`src/rtl/key_debounce.sv`:
```
// key_debounce: conditions the active-low, bouncing user push-button into a
// debounced level plus single-cycle press / release / long-press events and an
// 8-bit wrapping press counter, all on the sys_clk domain.
//
// Optional feature (compile-time macro KEY_REPEAT_EN): while the key stays held
// after key_long, key_repeat pulses every REPEAT_CYCLES cycles. Without the
// macro key_repeat is tied low and no repeat counter exists.
//
// dbg_state exposes the FSM state: 0 IDLE, 1 PRESS_WAIT, 2 HELD, 3 RELEASE_WAIT.
module key_debounce #(
    parameter int DEBOUNCE_CYCLES = 240000,
    parameter int LONG_CYCLES     = 24000000,
    parameter int REPEAT_CYCLES   = 6000000
) (
    input  logic       sys_clk,
    input  logic       sys_rst,
    input  logic       key_n,
    output logic       key_level,
    output logic       key_press,
    output logic       key_release,
    output logic       key_long,
    output logic       key_repeat,
    output logic [7:0] key_count,
    output logic [1:0] dbg_state
);

    // Counters only need to reach N-1, so $clog2(N) bits are enough.
    localparam int DEB_W  = $clog2(DEBOUNCE_CYCLES);
    localparam int HOLD_W = $clog2(LONG_CYCLES);
    localparam logic [DEB_W-1:0]  DEB_LAST  = DEB_W'(DEBOUNCE_CYCLES - 1);
    localparam logic [HOLD_W-1:0] HOLD_LAST = HOLD_W'(LONG_CYCLES - 1);

    typedef enum logic [1:0] {
        ST_IDLE         = 2'd0,
        ST_PRESS_WAIT   = 2'd1,
        ST_HELD         = 2'd2,
        ST_RELEASE_WAIT = 2'd3
    } state_e;

    logic              sync1_q, sync2_q;
    logic              key_sync;
    state_e            state_q, state_d;
    logic [DEB_W-1:0]  deb_cnt_q, deb_cnt_d;
    logic [HOLD_W-1:0] hold_cnt_q, hold_cnt_d;
    logic              long_done_q, long_done_d;
    logic              level_q, level_d;
    logic              press_q, press_d;
    logic              release_q, release_d;
    logic              long_q, long_d;
    logic [7:0]        count_q, count_d;

`ifdef KEY_REPEAT_EN
    localparam int REP_W = (REPEAT_CYCLES > 1) ? $clog2(REPEAT_CYCLES) : 1;
    localparam logic [REP_W-1:0] REP_LAST = REP_W'(REPEAT_CYCLES - 1);
    logic [REP_W-1:0]  rep_cnt_q, rep_cnt_d;
    logic              repeat_q, repeat_d;
`endif

    // Two-flop synchroniser for the asynchronous pin; flops idle at 1 (released).
    always_ff @(posedge sys_clk or posedge sys_rst) begin
        if (sys_rst) begin
            sync1_q <= 1'b1;
            sync2_q <= 1'b1;
        end else begin
            sync1_q <= key_n;
            sync2_q <= sync1_q;
        end
    end

    // Active-high view of the synchronised pin; nothing else looks at key_n.
    assign key_sync = ~sync2_q;

    // Next-state and registered-output logic for the debounce FSM.
    always_comb begin
        state_d     = state_q;
        deb_cnt_d   = deb_cnt_q;
        hold_cnt_d  = hold_cnt_q;
        long_done_d = long_done_q;
        level_d     = level_q;
        press_d     = 1'b0;
        release_d   = 1'b0;
        long_d      = 1'b0;
        count_d     = count_q;
`ifdef KEY_REPEAT_EN
        rep_cnt_d   = rep_cnt_q;
        repeat_d    = 1'b0;
`endif
        case (state_q)
            ST_IDLE: begin
                if (key_sync) begin
                    state_d   = ST_PRESS_WAIT;
                    deb_cnt_d = '0;
                end
            end
            ST_PRESS_WAIT: begin
                if (!key_sync) begin
                    // Bounce: drop back silently.
                    state_d = ST_IDLE;
                end else if (deb_cnt_q == DEB_LAST) begin
                    state_d     = ST_HELD;
                    press_d     = 1'b1;
                    level_d     = 1'b1;
                    count_d     = count_q + 8'd1;
                    hold_cnt_d  = '0;
                    long_done_d = 1'b0;
                end else begin
                    deb_cnt_d = deb_cnt_q + DEB_W'(1);
                end
            end
            ST_HELD: begin
                // Hold time saturates so long-press fires once per press.
                if (hold_cnt_q != HOLD_LAST) begin
                    hold_cnt_d = hold_cnt_q + HOLD_W'(1);
                end
                if ((hold_cnt_q == HOLD_LAST) && !long_done_q) begin
                    long_d      = 1'b1;
                    long_done_d = 1'b1;
`ifdef KEY_REPEAT_EN
                    rep_cnt_d   = '0;
                end else if (long_done_q) begin
                    if (rep_cnt_q == REP_LAST) begin
                        repeat_d  = 1'b1;
                        rep_cnt_d = '0;
                    end else begin
                        rep_cnt_d = rep_cnt_q + REP_W'(1);
                    end
`endif
                end
                if (!key_sync) begin
                    state_d   = ST_RELEASE_WAIT;
                    deb_cnt_d = '0;
                end
            end
            ST_RELEASE_WAIT: begin
                // Hold and repeat timers stay frozen here.
                if (key_sync) begin
                    state_d = ST_HELD;
                end else if (deb_cnt_q == DEB_LAST) begin
                    state_d   = ST_IDLE;
                    release_d = 1'b1;
                    level_d   = 1'b0;
`ifdef KEY_REPEAT_EN
                    rep_cnt_d = '0;
`endif
                end else begin
                    deb_cnt_d = deb_cnt_q + DEB_W'(1);
                end
            end
            default: begin
                state_d = ST_IDLE;
            end
        endcase
    end

    // State, counters and registered outputs.
    always_ff @(posedge sys_clk or posedge sys_rst) begin
        if (sys_rst) begin
            state_q     <= ST_IDLE;
            deb_cnt_q   <= '0;
            hold_cnt_q  <= '0;
            long_done_q <= 1'b0;
            level_q     <= 1'b0;
            press_q     <= 1'b0;
            release_q   <= 1'b0;
            long_q      <= 1'b0;
            count_q     <= 8'd0;
        end else begin
            state_q     <= state_d;
            deb_cnt_q   <= deb_cnt_d;
            hold_cnt_q  <= hold_cnt_d;
            long_done_q <= long_done_d;
            level_q     <= level_d;
            press_q     <= press_d;
            release_q   <= release_d;
            long_q      <= long_d;
            count_q     <= count_d;
        end
    end

`ifdef KEY_REPEAT_EN
    // Auto-repeat counter and pulse register.
    always_ff @(posedge sys_clk or posedge sys_rst) begin
        if (sys_rst) begin
            rep_cnt_q <= '0;
            repeat_q  <= 1'b0;
        end else begin
            rep_cnt_q <= rep_cnt_d;
            repeat_q  <= repeat_d;
        end
    end

    assign key_repeat = repeat_q;
`else
    assign key_repeat = 1'b0;
`endif

    assign key_level   = level_q;
    assign key_press   = press_q;
    assign key_release = release_q;
    assign key_long    = long_q;
    assign key_count   = count_q;
    assign dbg_state   = state_q;

endmodule

```
`config.mk`:
```
export PLATFORM = sky130hd
export DESIGN_NAME = key_debounce
export DESIGN_NICKNAME = d
export VERILOG_FILES = /design/src/rtl/key_debounce.sv
export SDC_FILE = /design/constraint.sdc
export NUM_CORES = 1
export LEC_CHECK = 0
export ABC_AREA = 1
export BUFFER_PORTS_ARGS = -buffer_cell sky130_fd_sc_hd__buf_2
export CAP_MARGIN = 5
export CORE_MARGIN = 2
export CORE_UTILIZATION = 45
export DETAILED_ROUTE_END_ITERATION = 6
export MAX_ROUTING_LAYER = met4
export PLACE_DENSITY = 0.68
export REMOVE_ABC_BUFFERS = 1
export SLEW_MARGIN = 20
export SYNTH_ARGS = -nofsm -noshare
export SYNTH_HDL_FRONTEND = slang
export SYNTH_SLANG_ARGS = --single-unit
```
`constraint.sdc`:
```
create_clock -name sys_clk -period 2.83 [get_ports sys_clk]
set_clock_uncertainty 0.15 [all_clocks]
set_input_delay 0.566 -clock sys_clk [delete_from_list [all_inputs] [get_ports sys_clk]]
set_output_delay 0.566 -clock sys_clk [all_outputs]
set_load 0.02 [all_outputs]
```
* Yosys cells after proc, flatten, opt, wreduce, memory -nomap -nowiden
Cells that the tools add are included.
** Operators by class
- Add/subtract/negate cells :: 3
- Eq/ne operators :: 16
- Multiplexer cells :: 32
- Bitwise gates (word level) :: 1
- Reduce and logical (&&, ||, !) cells :: 11
** Operator list (number)
- 2-to-1 mux 18 bit :: 5
- 2-to-1 mux 25 bit :: 3
- case mux 18 bit (4 select lines) :: 1
- case mux 25 bit (2 select lines) :: 1
- adder 25 x 1 -> 25 bit, second input constant :: 1
- equality test 25 bit, second input constant :: 1
- != test 25 bit, second input constant :: 1
- adder 18 x 1 -> 18 bit, second input constant :: 1
- equality test 18 bit, second input constant :: 1
- != test 2 bit, second input constant :: 8
- AND reduction 4 bit :: 4
- 2-to-1 mux 1 bit :: 13
- 2-to-1 mux 2 bit :: 6
- adder 8 x 1 -> 8 bit, second input constant :: 1
- case mux 2 bit (4 select lines) :: 1
- != test 3 bit, second input constant :: 2
- AND reduction 5 bit :: 1
- equality test 2 bit, second input constant :: 2
- case mux 1 bit (2 select lines) :: 2
- nonzero test 2 bit :: 2
- AND reduction 3 bit :: 1
- equality test 2 x 1 -> 1 bit, second input constant :: 1
- logical NOT 2 bit :: 1
- logical AND 1 bit :: 1
- 2 further kinds :: 2
** Storage, ports and cells
- Flip-flop bits (word level) :: 60
- Output and inout bits :: 15

* Depth between registers and ports, before layout
Gate-level depths: netlist (run 1).
- Word-level depth :: 4
- Depth in mapped cells :: 12
- Depth with buffers taken out :: 11

* Least setup slack after synthesis (run 1)
OpenSTA, ideal clock, no wires.
- Path kind :: reg2reg
- Start :: reg hold_cnt_q[0]
- End :: reg hold_cnt_q[24]
- Data required time :: 2.563 ns
- Arrival time :: 1.549 ns
- Path slack :: 1.015 ns
- Stages on the path, launching flop included :: 13
- Setup time :: 0.117 ns
- Cells stage by stage :: dfrtp_1 -> ha_1 -> nand3_2 -> clkinv_2 -> nand2_4 -> nor2_2 -> nand2_2 -> nand2_4 -> nand2_4 -> nand2_8 -> buf_8 -> nand2_2 -> nand2_1
** Between the ends
- Longest elaborated chain between the ends :: 3
- Elaborated cells on any way between the ends :: 6
** RTL lines
- start: declaration :: RTL line 44 : logic [HOLD_W-1:0] hold_cnt_q, hold_cnt_d;
- start signal: assignment :: RTL line 170 : hold_cnt_q <= hold_cnt_d;
- adder 25 x 1 -> 25 bit or != test 25 bit (tied branches) :: RTL line 113, 112
- 2-to-1 mux 25 bit or != test 2 bit (tied branches)
- case mux 25 bit (2 select lines) or AND reduction 4 bit (tied branches)
Several ways; a longest one is shown, not always the timed one. The select of a mux whose other input is x is not followed.
A chain may end at the register's enable or synchronous reset.

* Worst setup path after layout (run 1)
- Start :: reg deb_cnt_q[0]
- End :: reg deb_cnt_q[5]
** Between the ends
- Longest elaborated chain between the ends :: 4
- Elaborated cells on any way between the ends :: 6
** RTL lines
- start: declaration :: RTL line 43 : logic [DEB_W-1:0] deb_cnt_q, deb_cnt_d;
- start signal: assignment :: RTL line 169 : deb_cnt_q <= deb_cnt_d;
- adder 18 x 1 -> 18 bit or equality test 18 bit (tied branches)
- 2-to-1 mux 18 bit (*) :: RTL line 99, 138
- 2-to-1 mux 18 bit, on equally long branches :: RTL line 136, 96
- case mux 18 bit (4 select lines) (*) :: RTL line 88 : case (state_q)
Every way passes the cells marked *; elsewhere a longest branch is shown, timed or not. The select of a mux whose other input is x is not followed.

==> PnR_summary.wiki, run 1 <==
{| class="wikitable"
! Metric !! Value
|-
| Status || finished clean
|-
| Count of boundary I/O pins || 18
|-
| Port-buffer cells || 16
|-
| HPWL after detailed placement || 6.10 mm
|-
| Post-route DRC violation count || 0
|-
| Met3 Use GR || 4.31%
|-
| Antenna violations before repair || 0
|-
| GR Util met1 || 28.9%
|-
| Worst Setup Path Type || register to register
|-
| Wirelength, routed || 8.48 mm
|-
| RSZ-0062 raised after global routing || false
|-
| Largest net degree at the start of global routing || 48
|-
| Count of nets after finishing || 573
|-
| Pwr Density || 416 nW/um^2
|-
| Min Clock Period, post-route || 2.30 ns
|-
| Overflow left after global routing || 0
|-
| Required time reported for the critical path endpoint || 2.92 ns
|-
| Relative area change from synthesis to final layout || 9.31%
|-
| Worst-margin pin slew || 0.584 ns
|-
| Top-area cell type share of the netlist area || 38.0%
|-
| Iter 0 DRT Violations || 213
|-
| Avg Inst Size Synth || 6.95 sq um
|-
| Vias per cell || 5.11
|-
| Number of clock buffers inserted by TritonCTS || 9
|-
| Setup Viol. Count Final || 0
|-
| Starting density of the core || 46.4%
|-
| Length of the first detailed-routing pass in iterations || 5
|-
| Htree depth || 3
|-
| Final Instance Count excl. Fillers || 677
|-
| CTS sink count || 60
|-
| Post-CTS Hold Fix Bufs || 0
|-
| Crit end category || register
|-
| Critical path peak fanout || 34
|-
| CTS resizes || 0
|-
| Post-CTS setup buffer count || 0
|-
| Clock transition time at the flip-flop clock pins of the worst setup and hold paths || 0.08 ns
|-
| Max Freq || 0.435 GHz
|-
| Total global-route track usage || 20.6%
|-
| Remaining antenna violation count after routing || 0
|-
| Final RePlAce weighted congestion || 0.899
|-
| Final TNS setup || 0 ns
|-
| CP max-delay cell || dfrtp_1
|-
| Critical Path Start Type || register
|-
| Signal arrival time at the worst endpoint || 2.39 ns
|-
| Count of final hold-check violations || 0
|-
| Max stage delay on crit path || 0.48 ns
|-
| Maximum VDD drop || 0.194 mV
|-
| Share of flip-flops with an asynchronous set or reset || 100%
|-
| YS warnings || 0
|-
| Vias in the first global route || 3096
|-
| Top cells by area in the synthesized netlist || dfrtp_1 38%, nand2_1 19%, nor2_1 7.2%, nand3_1 6.0%, inv_1 4.0%
|-
| Fraction of met2 tracks used by global routing || 30.2%
|-
| Rel. slew slack || 61.0%
|-
| Layer with the highest usage after global routing || met2
|-
| Number of cells produced by synthesis || 549
|-
| Cells traversed along the worst timing path || ha_1 -> nand3_2 -> nor2_2 -> nand2_2 -> inv_2 -> nand2_1 -> nand2_2 -> inv_1 -> nand2_1 -> nand2_1
|-
| Number of synthesized flops with an enable pin || 0
|-
| Leading area contributor after synthesis || dfrtp_1
|-
| Die Ht || 96.1 um
|-
| Number of antenna diodes || 0
|-
| Die width || 96.1 um
|-
| Clk_lat worst skew || 0.34 ns
|-
| Commonest cells post-synth || 197 x nand2_1, 73 x nor2_1, 58 x dfrtp_1
|-
| Dominant cell by count in the synthesized netlist || nand2_1
|-
| Most used cell along the critical path || nand2_1
|-
| Number of synthesized register bits || 60
|-
| Fin crit share || 81.2%
|-
| Netlist Area Pre-Place || 3810 sq um
|-
| Number of vias after detailed routing || 3462
|-
| Number of distinct library cells after synthesis || 38
|-
| Bufs on Longest Clock Path || 2
|-
| Pins Over Slew Limit || 0
|-
| Worst Hold Class || input pin to async pin
|-
| Post-placement cell count || 661
|-
| Max Cap Violations || 0
|-
| Placeable Area || 8220 sq um
|-
| Register bank with the most flops || hold_cnt_q
|-
| CTS tree || done
|-
| Final routed wire length divided by cell count || 12.5 um
|-
| Die Area || 9230 sq um
|-
| Cell row count || 33
|-
| Number of flip-flops in the largest register || 25
|-
| Buffer type at the clock tree root || clkbuf_8
|-
| Share of cells above drive strength 1 || 14.5%
|-
| Post-layout utilization of the core || 50.8%
|-
| Static Leakage || 1.90 nW
|-
| Flip-flop cell with the highest count after synthesis || dfrtp_1
|-
| Wire length of the first global-routing pass || 14.6 mm
|-
| Seq/Total Area, Yosys || 39.4%
|}
-- stage by stage --
stage | total power, mW | hold WS [ns] | worst slack [ns] | cell area (sq um)
floorplan | 0.939 | 0.195 | 0.633 | 3720
global route | 1.80 | 0.0422 | 0.310 | 4170
CTS | 1.76 | 0.0207 | 0.516 | 4170
global placement | 0.962 | 0.197 | 0.616 | 3970
detailed placement | 0.964 | 0.197 | 0.515 | 3970
finish | 1.73 | 0.0226 | 0.532 | 4170
-- final cells by class --
cell class	instances	area, sq um
fillers	832	4050
multi-input cells	430	2040
flip-flops and latches	60	1500
inverters	47	178
well taps	105	131
clock buffers	9	124
repair buffers	19	115
clock inverters	7	75.1
-- cells by family after synthesis --
logic type / after synthesis / share of synthesized area [%]
xor+xnor: 16 / 3.67
other cells: 1 / 0.0983
fa+ha+maj: 3 / 0.984
simple gates: 375 / 43.7
buf+inv: 59 / 7.02
flops: 60 / 39.4
compound gates: 35 / 5.15
-- final timing paths --
path / startpoint / end / slack, ns / cells past startpoint
max reg2reg: deb_cnt_q[0] / deb_cnt_q[5] / 0.53 / 10
min reg2reg: sync1_q / sync2_q / 0.21 / 0
max: deb_cnt_q[0] / deb_cnt_q[5] / 0.53 / 10
min in group sys_clk: key_n / sync1_q / 0.17 / 1
min: sys_rst / hold_cnt_q[16] / 0.02 / 2
max in group asynchronous: sys_rst / sync2_q / 1.88 / 3
-- where the power goes --
part | total (mW) | internal, mW | switching [mW]
combinational | 0.0684 | 0.0163 | 0.0520
sequential | 0.877 | 0.865 | 0.0118
clock | 0.789 | 0.410 | 0.378
-- layout by cell type, fill, tap and decap left out, types with 3 or more instances in the layout --
master,netlist,final
o21bai_1,3,3
nand2_4,4,4
buf_2,3,16
clkinvlp_4,0,3
dfrtp_1,58,58
or2_2,7,7
nor2_2,7,7
inv_1,41,40
xnor2_1,3,3
xor2_1,13,13
nand4_1,14,14
nand3_1,46,46
nand2_1,197,197
inv_2,5,6
nand3_2,3,3
clkbuf_8,0,9
o21ai_0,21,21
ha_1,3,3
nor2_1,73,73
nand2_2,15,15
o21ai_1,5,5
-- per-layer routing --
metal / share of wire (%) / routed length [um] / vias up
li1: - / - / 1770
met2: 43 / 3670 / 81
met3: 4.6 / 388 / 14
met4: 1.1 / 95 / 0
met5: 0 / 0 / -
met1: 51 / 4330 / 1597
-- critical path, delay by kind of cell, from the launching register on --
kind	cells	cell delay, ns
adders and majority gates	1	0.25
and+or+nand+nor	7	1.07
buffers and inverters	2	0.25
DFF	1	0.48
Note: power is estimated with default switching activity, not from simulation.
==> run 2, diff against run 1 <==
clock period = 2.23 ns   (was 2.83 ns; I/O delays follow)
==> PnR_summary.wiki, run 2 (synthesis gave the netlist of run 1 again) <==
{| class="wikitable"
! Metric !! Value
|-
| Count of final hold-check violations || 1
|-
| Required time reported for the critical path endpoint || 2.33 ns
|-
| Family with the most delay on the worst path || simple AND/OR/NAND/NOR gates
|-
| Register bank with the most flops || hold_cnt_q
|-
| Wirelength, routed || 8.72 mm
|-
| Vias in the first global route || 3058
|-
| Max Cap Violations || 0
|-
| RSZ-0062 raised after global routing || false
|-
| Logic gate share of total power || 4.0%
|-
| Cell row count || 33
|-
| Clk network pwr share || 48.3%
|-
| Worst Setup Path Type || register to register
|-
| CTS sink count || 60
|-
| Worst-margin pin slew || 0.512 ns
|-
| Filler Cell Count || 794
|-
| Number of flip-flops in the largest register || 25
|-
| HPWL after detailed placement || 6.14 mm
|-
| Share of cells above drive strength 1 || 15.1%
|-
| Die Area || 9230 sq um
|-
| Antenna violations before repair || 0
|-
| Number of clock buffers inserted by TritonCTS || 9
|-
| Signal arrival time at the worst endpoint || 2.12 ns
|-
| Wire length of the first global-routing pass || 14.6 mm
|-
| Sequential standard cell area || 1510 sq um
|-
| Leading cell type in the layout, fill and taps excluded || nand2_1
|-
| CP max-delay cell || dfrtp_2
|-
| Most used cell along the critical path || nand2_1
|-
| CTS tree || done
|-
| Min Clock Period, post-route || 2.02 ns
|-
| Pins Over Slew Limit || 0
|-
| Number of antenna diodes || 0
|-
| Number of vias after detailed routing || 3464
|-
| Internal Dissipation || 1.76 mW
|-
| Placeable Area || 8220 sq um
|-
| Remaining antenna violation count after routing || 0
|-
| Largest net degree at the start of global routing || 61
|-
| Violations in the final reports || hold timing
|-
| Critical path peak fanout || 34
|-
| Bufs on Longest Clock Path || 2
|-
| Max Freq || 0.495 GHz
|-
| Clock transition time at the flip-flop clock pins of the worst setup and hold paths || 0.08 ns
|-
| Crit end category || register
|-
| Critical Path Start Type || register
|-
| Static Leakage || 1.94 nW
|-
| Post-CTS setup buffer count || 0
|-
| Max stage delay on crit path || 0.44 ns
|-
| Worst Hold Class || input pin to async pin
|-
| Length of the first detailed-routing pass in iterations || 5
|-
| Count of nets after finishing || 576
|-
| Footprint of the multi-input gates || 2050 sq um
|-
| Switching share of total power || 24.6%
|-
| Vias per cell || 5.09
|-
| Die width || 96.1 um
|-
| Switching power || 0.572 mW
|-
| Final routed wire length divided by cell count || 12.8 um
|-
| Buffer type at the clock tree root || clkbuf_8
|-
| Rel. slew slack || 65.8%
|-
| Final TNS setup || 0 ns
|-
| Buf+Inv Stages, Crit Path || 3
|-
| Total global-route track usage || 20.8%
|-
| Fin crit share || 90.6%
|-
| Cells traversed along the worst timing path || ha_1 -> nand3_2 -> nor2_2 -> nand2_2 -> inv_2 -> nand2_1 -> nand2_2 -> buf_12 -> inv_1 -> nand2_1 -> nand2_1
|-
| Starting density of the core || 46.4%
|-
| Iter 0 DRT Violations || 250
|-
| Post-route DRC violation count || 0
|-
| Pwr Density || 550 nW/um^2
|-
| Overflow left after global routing || 0
|-
| Maximum VDD drop || 0.265 mV
|-
| Die Ht || 96.1 um
|-
| Part of the power in registers || 47.7%
|-
| Relative area change from synthesis to final layout || 11.0%
|-
| Hold Worst Slack || -0.0000360 ns
|-
| Port-buffer cells || 16
|-
| Htree depth || 3
|-
| Setup Viol. Count Final || 0
|-
| Most used cells in the layout excluding fill and tap cells || 197 x nand2_1, 73 x nor2_1, 57 x dfrtp_1, 46 x nand3_1, 40 x inv_1
|-
| Count of boundary I/O pins || 18
|-
| Clk_lat worst skew || 0.35 ns
|-
| Final RePlAce weighted congestion || 0.958
|-
| Status || finished with violations
|}
[run 2: cell types whose count changed in the layout (fill, tap and decap cells not counted), sizes merged]
cell / before / now
buf: 19 / 22
clkinv: 2 / 4
clkinvlp: 3 / 1
bufinv: 1 / 2
inv: 48 / 47
[run 2: routing by layer]
metal	routed length, um	GRT usage, %	vias to the layer above
met5	0	-	-
met4	53	6.43	0
met3	443	3.99	8
met2	3840	29.3	97
met1	4390	30.1	1581
li1	-	-	1778
[run 2: worst paths after layout]
path	from	to	slack, ns	depth (start not counted)
min in group sys_clk	key_n	sync1_q	0.04	1
worst min-delay path	sys_rst	key_press	-0.00004	3
worst min register to register	sync1_q	sync2_q	0.21	0
worst max register to register	deb_cnt_q[0]	deb_cnt_q[4]	0.21	11
worst max-delay path	deb_cnt_q[0]	deb_cnt_q[4]	0.21	11
max in group asynchronous	sys_rst	sync2_q	1.62	3
[run 2: final cells by class]
class / instances / area share, %
Clock buffer: 9 / 2.92
Clock inverter: 7 / 2.33
Tap cell: 105 / 3.10
Timing Repair Buffer: 22 / 3.55
Inverter: 47 / 4.19
Multi-Input combinational cell: 430 / 48.4
Sequential cell: 60 / 35.5
[run 2: power groups by stage]
stage / clock network (mW) / logic [mW] / registers (mW)
2_1_floorplan: 0 / 0.0589 / 1.13
3_3_place_gp: 0 / 0.0932 / 1.13
3_5_place_dp: 0 / 0.0954 / 1.13
4_1_cts: 1.14 / 0.0958 / 1.11
5_1_grt: 1.20 / 0.107 / 1.11
6_report: 1.12 / 0.0933 / 1.11
[run 2: worst min-delay path, delay by kind of cell]
kind | cells | cell delay, ns
buffers and inverters | 3 | 0.45
[run 2: metrics by stage]
| stage | worst slack (ns) | utilization [%] | instances | total power [mW] | instance area (sq um) |
|---|---|---|---|---|---|
| 6_report | 0.210 | 51.5 | 680 | 2.33 | 4240 |
| 3_3_place_gp | 0.214 | 48.8 | 664 | 1.22 | 4010 |
| 5_1_grt | 0.0419 | 51.5 | 680 | 2.41 | 4240 |
| 4_1_cts | 0.142 | 51.5 | 680 | 2.35 | 4230 |
| 3_5_place_dp | 0.160 | 48.8 | 664 | 1.23 | 4010 |
| 2_1_floorplan | 0.153 | - | 537 | 1.19 | 3720 |
[run 2: what timing repair did]
action                                  4_1_cts  5_1_grt
hold buffers                                  0        0
gates resized for setup                       0        2
endpoints found under the setup margin        0        9
==> run 3, diff against run 2 <==
clock period = 2.2 ns   (was 2.23 ns; I/O delays follow)
==> PnR_summary.wiki, run 3 (synthesis gave the netlist of run 1 again) <==
{| class="wikitable"
! Metric !! Value
|-
| Status || finished clean
|-
| Worst Setup Path Type || register to register
|-
| Length of the first detailed-routing pass in iterations || 5
|-
| Cells traversed along the worst timing path || ha_2 -> nand3_2 -> clkinv_2 -> nand2_4 -> nor2_2 -> nand2_2 -> nand2_4 -> nand2_4 -> nand2_8 -> nand2_1 -> nand2_1
|-
| Static Leakage || 1.94 nW
|-
| Total global-route track usage || 22.0%
|-
| HPWL after detailed placement || 6.44 mm
|-
| Logic gate share of total power || 4.5%
|-
| Share of cells above drive strength 1 || 15.5%
|-
| Worst Hold Class || input pin to register
|-
| Setup Viol. Count Final || 0
|-
| Number of vias after detailed routing || 3483
|-
| Post-CTS setup buffer count || 0
|-
| Critical Path Start Type || register
|-
| Filler Cell Count || 817
|-
| Htree depth || 3
|-
| Die Ht || 96.1 um
|-
| Sequential standard cell area || 1500 sq um
|-
| CP max-delay cell || dfrtp_1
|-
| Most used cell along the critical path || nand2_4
|-
| Post-Place Setup Slack || 0.235 ns
|-
| Largest net degree at the start of global routing || 47
|-
| Maximum VDD drop || 0.305 mV
|-
| Final setup slack of the worst path || 0.267 ns
|-
| Post-route DRC violation count || 0
|-
| Vias per cell || 5.09
|-
| Remaining antenna violation count after routing || 0
|-
| Clk network pwr share || 45.6%
|-
| Critical path peak fanout || 25
|-
| Switching share of total power || 25.8%
|-
| Final RePlAce weighted congestion || 0.950
|-
| Total power after layout || 2.25 mW
|-
| Wire length of the first global-routing pass || 15.4 mm
|-
| Fin crit share || 87.9%
|-
| Register bank with the most flops || hold_cnt_q
|-
| Internal Dissipation || 1.67 mW
|-
| Count of nets after finishing || 580
|-
| Antenna violations before repair || 0
|-
| Pins Over Slew Limit || 0
|-
| Vias in the first global route || 3368
|-
| Overflow left after global routing || 0
|-
| Die Area || 9230 sq um
|-
| Clock transition time at the flip-flop clock pins of the worst setup and hold paths || 0.07 ns
|-
| CTS sink count || 60
|-
| Footprint of the multi-input gates || 2050 sq um
|-
| RSZ-0062 raised after global routing || false
|-
| Signal arrival time at the worst endpoint || 2.07 ns
|-
| Post-layout utilization of the core || 51.5%
|-
| Switching power || 0.581 mW
|-
| Iter 0 DRT Violations || 192
|-
| Clk_lat worst skew || 0.35 ns
|-
| Relative area change from synthesis to final layout || 10.9%
|-
| Most used cells in the layout excluding fill and tap cells || 197 x nand2_1, 73 x nor2_1, 58 x dfrtp_1, 46 x nand3_1, 40 x inv_1
|-
| Max Cap Violations || 0
|-
| Port-buffer cells || 16
|-
| Number of antenna diodes || 0
|-
| Final routed wire length divided by cell count || 12.7 um
|-
| Rel. slew slack || 65.1%
|-
| Buffer type at the clock tree root || clkbuf_8
|-
| Cell row count || 33
|-
| Crit end category || register
|-
| Count of boundary I/O pins || 18
|-
| CTS tree || done
|-
| Number of flip-flops in the largest register || 25
|-
| Wirelength, routed || 8.71 mm
|-
| Pwr Density || 532 nW/um^2
|-
| Count of final hold-check violations || 0
|-
| Leading cell type in the layout, fill and taps excluded || nand2_1
|-
| Min Clock Period, post-route || 1.93 ns
|-
| Required time reported for the critical path endpoint || 2.34 ns
|-
| Part of the power in registers || 49.9%
|-
| Max stage delay on crit path || 0.43 ns
|-
| Starting density of the core || 46.4%
|-
| Max Freq || 0.517 GHz
|-
| Worst-margin pin slew || 0.523 ns
|-
| Bufs on Longest Clock Path || 2
|-
| Final TNS setup || 0 ns
|-
| Placeable Area || 8220 sq um
|-
| Number of clock buffers inserted by TritonCTS || 9
|-
| Die width || 96.1 um
|}
==> run 3: final cells by class <==
cell class	count	area share (%)
clock buffer	9	2.93
clock inverter	7	1.80
inverter	47	4.20
multi-input combinational	430	48.4
sequential	60	35.6
tap	105	3.11
timing repair buffer	26	4.02
==> run 3: critical path: cells and delay by family, from the launching register on <==
family                   cells  cell delay (ns)
AND/OR/NAND/NOR              9             0.92
flip-flops                   1             0.43
adder cells (fa/ha/maj)      1             0.25
buffers and inverters        1             0.13
==> run 3: power by group through the flow <==
stage               registers, mW  clock network, mW  logic, mW
finish                       1.12               1.03      0.101
global route                 1.12               1.10      0.117
CTS                          1.12               1.05      0.105
detailed placement           1.14                  0      0.103
global placement             1.14                  0      0.101
floorplan                    1.15                  0     0.0597
==> run 3: worst paths after layout <==
| kind | from | endpoint | slack (ns) | cells past startpoint |
|---|---|---|---|---|
| min | key_n | sync1_q | 0.04 | 1 |
| min reg2reg | sync1_q | sync2_q | 0.23 | 0 |
| max in group asynchronous | sys_rst | sync2_q | 0.85 | 4 |
| max reg2reg | hold_cnt_q[0] | hold_cnt_q[19] | 0.27 | 11 |
| max | hold_cnt_q[0] | hold_cnt_q[19] | 0.27 | 11 |
| min in group asynchronous | sys_rst | hold_cnt_q[16] | 0.44 | 3 |
==> run 3: per-layer routing <==
layer / up-vias / share of wire [%] / track usage [%]
li1: 1785 / - / -
met1: 1608 / 49 / 29.2
met2: 74 / 45 / 33.0
met3: 16 / 4.2 / 3.52
met4: 0 / 2.2 / 9.76
met5: - / 0 / -
==> run 3: metrics by stage <==
step	hold WS (ns)	instances	cell area, sq um
after floorplan	0.195	537	3720
after global placement	0.216	667	4020
after detailed placement	0.210	667	4020
after CTS	0.0224	684	4230
after global routing	0.0217	684	4230
final	0.0380	684	4230
==> run 3: repair_timing <==
action                                  4_1_cts  5_1_grt
hold buffers                                  1        0
gates resized for setup                       0        1
endpoints found under the setup margin        0        2
endpoints found under the hold margin        14        0
